File: config.mk
export PLATFORM = sky130hd
export DESIGN_NAME = rr_arbiter
export DESIGN_NICKNAME = d
export VERILOG_FILES = /design/src/rtl/rr_arbiter.sv
export SDC_FILE = /design/constraint.sdc
export NUM_CORES = 1
export LEC_CHECK = 0
export CAP_MARGIN = 20
export CORE_UTILIZATION = 55
export DETAILED_ROUTE_END_ITERATION = 8
export GPL_ROUTABILITY_DRIVEN = 1
export PLACE_DENSITY = 0.77
export REMOVE_ABC_BUFFERS = 1
export SYNTH_ARGS = -nofsm -noshare
export SYNTH_HDL_FRONTEND = slang
export SYNTH_SLANG_ARGS = --single-unit
export TNS_END_PERCENT = 100
File: constraint.sdc
create_clock -name clk -period 10.1 [get_ports clk]
set_input_delay 2.02 -clock clk [delete_from_list [all_inputs] [get_ports clk]]
set_output_delay 2.02 -clock clk [all_outputs]
set_load 0.005 [all_outputs]
File: src/rtl/rr_arbiter.sv
// Round-robin arbiter: registered one-hot grant held while the owner keeps requesting.
// Optional grant timeout compiled in with `define RR_ARB_TIMEOUT_EN.
module rr_arbiter #(
  parameter int N        = 8,
  parameter int MAX_HOLD = 16,
  localparam int IW      = ($clog2(N) > 1) ? $clog2(N) : 1
) (
  input  logic          clk,
  input  logic          rst_n,
  input  logic [N-1:0]  req,
  output logic [N-1:0]  gnt,
  output logic          gnt_valid,
  output logic [IW-1:0] gnt_idx,
  output logic          timeout
);

  typedef enum logic {S_IDLE, S_BUSY} state_t;

  state_t        r_state, w_state_nxt;
  logic [N-1:0]  r_gnt, w_gnt_nxt;
  logic [IW-1:0] r_gnt_idx, w_idx_nxt;
  logic [IW-1:0] r_ptr, w_ptr_nxt;
  logic [IW-1:0] w_pick, w_idx_inc;
  logic [IW:0]   w_cand;
  logic          w_found;
  logic          w_expire;

  if (N < 2 || N > 32 || MAX_HOLD < 1 || MAX_HOLD > 65535) begin : g_bad_param
    $error("rr_arbiter: parameter out of range");
  end

  // Rotating search starting at r_ptr; first hit wins.
  always_comb begin
    w_found = 1'b0;
    w_pick  = '0;
    w_cand  = '0;
    for (int unsigned k = 0; k < N; k++) begin
      w_cand = {1'b0, r_ptr} + (IW+1)'(k);
      if (w_cand >= (IW+1)'(N)) w_cand = w_cand - (IW+1)'(N);
      if (!w_found && req[w_cand[IW-1:0]]) begin
        w_found = 1'b1;
        w_pick  = w_cand[IW-1:0];
      end
    end
  end

  assign w_idx_inc = (r_gnt_idx == IW'(N-1)) ? '0 : r_gnt_idx + 1'b1;

`ifdef RR_ARB_TIMEOUT_EN
  logic [15:0] r_cnt;
  logic        r_timeout;
  logic        w_revoke;

  assign w_expire = (r_cnt == 16'(MAX_HOLD));
  assign w_revoke = (r_state == S_BUSY) && req[r_gnt_idx] && w_expire;

  always_ff @(posedge clk or negedge rst_n) begin
    if (!rst_n) begin
      r_cnt     <= '0;
      r_timeout <= 1'b0;
    end else begin
      r_timeout <= w_revoke;
      if (w_state_nxt == S_IDLE)
        r_cnt <= '0;
      else if (r_state == S_IDLE)
        r_cnt <= 16'd1;
      else
        r_cnt <= r_cnt + 16'd1;
    end
  end

  assign timeout = r_timeout;
`else
  assign w_expire = 1'b0;
  assign timeout  = 1'b0;
`endif

  always_ff @(posedge clk or negedge rst_n) begin
    if (!rst_n) begin
      r_state   <= S_IDLE;
      r_gnt     <= '0;
      r_gnt_idx <= '0;
      r_ptr     <= '0;
    end else begin
      r_state   <= w_state_nxt;
      r_gnt     <= w_gnt_nxt;
      r_gnt_idx <= w_idx_nxt;
      r_ptr     <= w_ptr_nxt;
    end
  end

  always_comb begin
    w_state_nxt = r_state;
    w_gnt_nxt   = r_gnt;
    w_idx_nxt   = r_gnt_idx;
    w_ptr_nxt   = r_ptr;
    case (r_state)
      S_IDLE: begin
        if (w_found) begin
          w_state_nxt = S_BUSY;
          w_gnt_nxt   = {{(N-1){1'b0}}, 1'b1} << w_pick;
          w_idx_nxt   = w_pick;
        end
      end
      S_BUSY: begin
        // Release and timeout revoke take the same path; pointer moves past the owner.
        if (!req[r_gnt_idx] || w_expire) begin
          w_state_nxt = S_IDLE;
          w_gnt_nxt   = '0;
          w_idx_nxt   = '0;
          w_ptr_nxt   = w_idx_inc;
        end
      end
      default: w_state_nxt = S_IDLE;
    endcase
  end

  always_comb begin
    gnt       = r_gnt;
    gnt_valid = (r_state == S_BUSY);
    gnt_idx   = r_gnt_idx;
  end

endmodule

==> results.sh <==
export IMPL_tightest_slew_ns=0.660
export IMPL_fp_row_count=19
export IMPL_dr_pass1_iters=4
export IMPL_startpoint="req[3]"
export IMPL_cts_buffer_depth=2
export IMPL_avgRoutedWirePerCell_um=18.6
export IMPL_grt_max_degree=16
export IMPL_drc=0
export IMPL_path_max_fanout=9
export IMPL_startpoint_type="input pin"
export IMPL_hpwlAfterDp_um=2840
export IMPL_nets=183
export IMPL_layout_drive_gt1_share_pct=22.6
export IMPL_synth_ff_type="dfrtp_1"
export IMPL_syn_inst=150
export IMPL_async_flop_share_pct=100
export IMPL_cts_made_buffers=3
export IMPL_grt_ovfl_total=0
export IMPL_clk_insertion_delay_late_ns=0.29
export IMPL_initial_core_util_pct=58.5
export IMPL_fp_dieH_um=56.4
export IMPL_seq_area_um2=375
export IMPL_final_cell_mix="21 x clkdlybuf4s50_1, 15 x dfrtp_1, 11 x nand2_1"
export IMPL_track_usage_pct=25.1
export IMPL_drt_iter0_markers=41
export IMPL_crit_family="simple AND/OR/NAND/NOR gates"
export IMPL_cts_post_setup_buffers_inserted=0
export IMPL_reg2regPathDepth=9
export IMPL_setup_viol=0
export IMPL_cts_root_buffer="clkbuf_4"
export IMPL_endpoint_kind="flop"
export IMPL_dieWidth_um=56.4
export IMPL_fin_crit_sh_pct=46.6
export IMPL_status="completed"
export IMPL_cp_depth=8
export IMPL_yosysTopAreaCellShare_pct=23.1
export IMPL_core_mm2=0.00278
export IMPL_cpPeakStageDelay_ns=0.62
export IMPL_via_count=1323
export IMPL_synth_cell_types=59
export IMPL_viasPerCell=6.65
export IMPL_area_growth_pct=12.5
export IMPL_ant_nets=0
export IMPL_antenna_found_initial=0
export IMPL_clock_sinks=15
export IMPL_hold_path_class="flop to flop"
export IMPL_gp_congestion=0.865
export IMPL_synth_edf_count=0
export IMPL_cts_max_level=1
export IMPL_drv_slew=0
export IMPL_clock_skew_final_ns=0.00886
export IMPL_min_period_ns=4.70
export IMPL_cp_cell_sequence="clkdlybuf4s50_1, mux4_2, or4_4, nor4_1, o21bai_1, a21oi_2, nand2b_1, o21ai_1"
export IMPL_cp_slowest_cell="or4_4"
export IMPL_cp_endpoint="gnt[4]"
export IMPL_crit_arrival_ns=4.92
export IMPL_slew_headroom_pct=55.8
export IMPL_worst_r2r_setup_slack_ns=6.02
export IMPL_fmax_mhz=213
export IMPL_fin_tns_setup_ns=0
export IMPL_cts_tree="yes"
export IMPL_final_common_cell="clkdlybuf4s50_1"
export IMPL_synth_area_mm2=0.00163
export IMPL_first_global_vias=1280
export IMPL_io_buffers=21
export IMPL_crit_buf_inv=1
export IMPL_synth_avg_cell_area_um2=10.8
export IMPL_finalHoldViolations=0
export IMPL_hold_buffers=0
export IMPL_min_path_cells=1
export IMPL_clk_pin_slew_ns=0.08
export IMPL_synth_area_leader_cell="dfrtp_1"
export IMPL_multi_input_area_mm2=0.00116
export IMPL_die_area_mm2=0.00318
export IMPL_num_antenna_cells=0
export IMPL_drt_wl_total_um=3710
export IMPL_synth_warnings=0
export IMPL_critPathKind="input pin to flop"
export IMPL_rsz0062_at_grt="no"
export IMPL_drv_cap=0
export IMPL_r2r_end="gnt[4]"
export IMPL_ys_seq_area_share_pct=23.1
export IMPL_cp_required_ns=10.31
export IMPL_io_pins=23
export IMPL_fillCellCount=223
export IMPL_grt_first_pass_wirelength_um=6270
export IMPL_synthTopCellsByArea="dfrtp_1 23%, mux4_2 14%, mux2i_1 6.2%"
export IMPL_ys_ff_latch=15
export IMPL_cts_resized=0
export IMPL_reg2reg_from="r_ptr[1]"
==> how the worst min path moves through the flow <==
stage / slack, ns / to / from
6_report: 0.50 / gnt[7] / gnt[7]
5_1_grt: 0.54 / gnt[6] / gnt[6]
4_1_cts: 0.50 / gnt[7] / gnt[7]
3_5_place_dp: 0.48 / gnt[7] / gnt[7]
3_3_place_gp: 0.47 / gnt[3] / gnt[3]
2_1_floorplan: 0.48 / gnt[1] / gnt[1]
==> per-stage QoR <==
stage,worst slack (ns),utilization [%],hold slack (ns),cells,area (µm²)
after global routing,5.28,65.8,0.539,199,1830
after CTS,5.43,65.8,0.501,199,1830
after detailed placement,5.13,64.8,0.482,195,1800
final,5.40,65.8,0.497,199,1830
after floorplan,5.85,-,0.478,143,1550
after global placement,5.19,64.8,0.475,195,1800
==> synthesized netlist by cell type (2+ instances only) <==
library cell	n
nor2_1	7
buf_6	5
a22o_1	4
dfrtp_1	15
o21bai_1	2
nand3_1	6
nand2b_1	3
a32o_1	2
a21oi_1	6
o21ai_1	6
nor4_1	2
mux2i_1	10
nor3_1	2
inv_1	3
nand2_1	11
xnor2_1	3
mux2_2	2
mux4_1	2
o21ai_0	3
ha_1	4
o22ai_2	2
a21oi_2	3
mux4_2	10
and2_4	2
==> layout make-up <==
type | instances | area share (%)
clock buffers | 4 | 1.44
multi-input cells | 123 | 63.4
repair buffers | 21 | 11.5
flip-flops and latches | 15 | 20.5
inverters | 5 | 1.03
well taps | 31 | 2.12
==> layer usage <==
metal / GRT usage (%) / routed length, µm
met1: 36.4 / 1730
met2: 40.6 / 1800
met3: 4.61 / 157
met4: 3.14 / 28
met5: 0 / 0
==> state kept, by name, summed over array words and instances, names as in the netlist <==
| name | count |
|---|---|
| r_ptr | 3 |
| gnt | 8 |
| gnt_valid | 1 |
| gnt_idx | 3 |
==> logic make-up (layout without fill, tap and decap cells) <==
group	Yosys count	after routing	synth area share, %
AND/OR/NAND/NOR	44	44	15.8
AO/OA/AOI/OAI	43	43	21.9
multiplexers	27	27	27.6
flip-flops	15	15	23.1
buffers and inverters	12	30	5.61
adder cells (fa/ha/maj)	4	4	3.08
XOR/XNOR	4	4	2.62
other	1	1	0.231
Power is left out: the tool's default activity adds up to more than one toggle a clock period on the data nets, which glitch-free logic cannot reach.
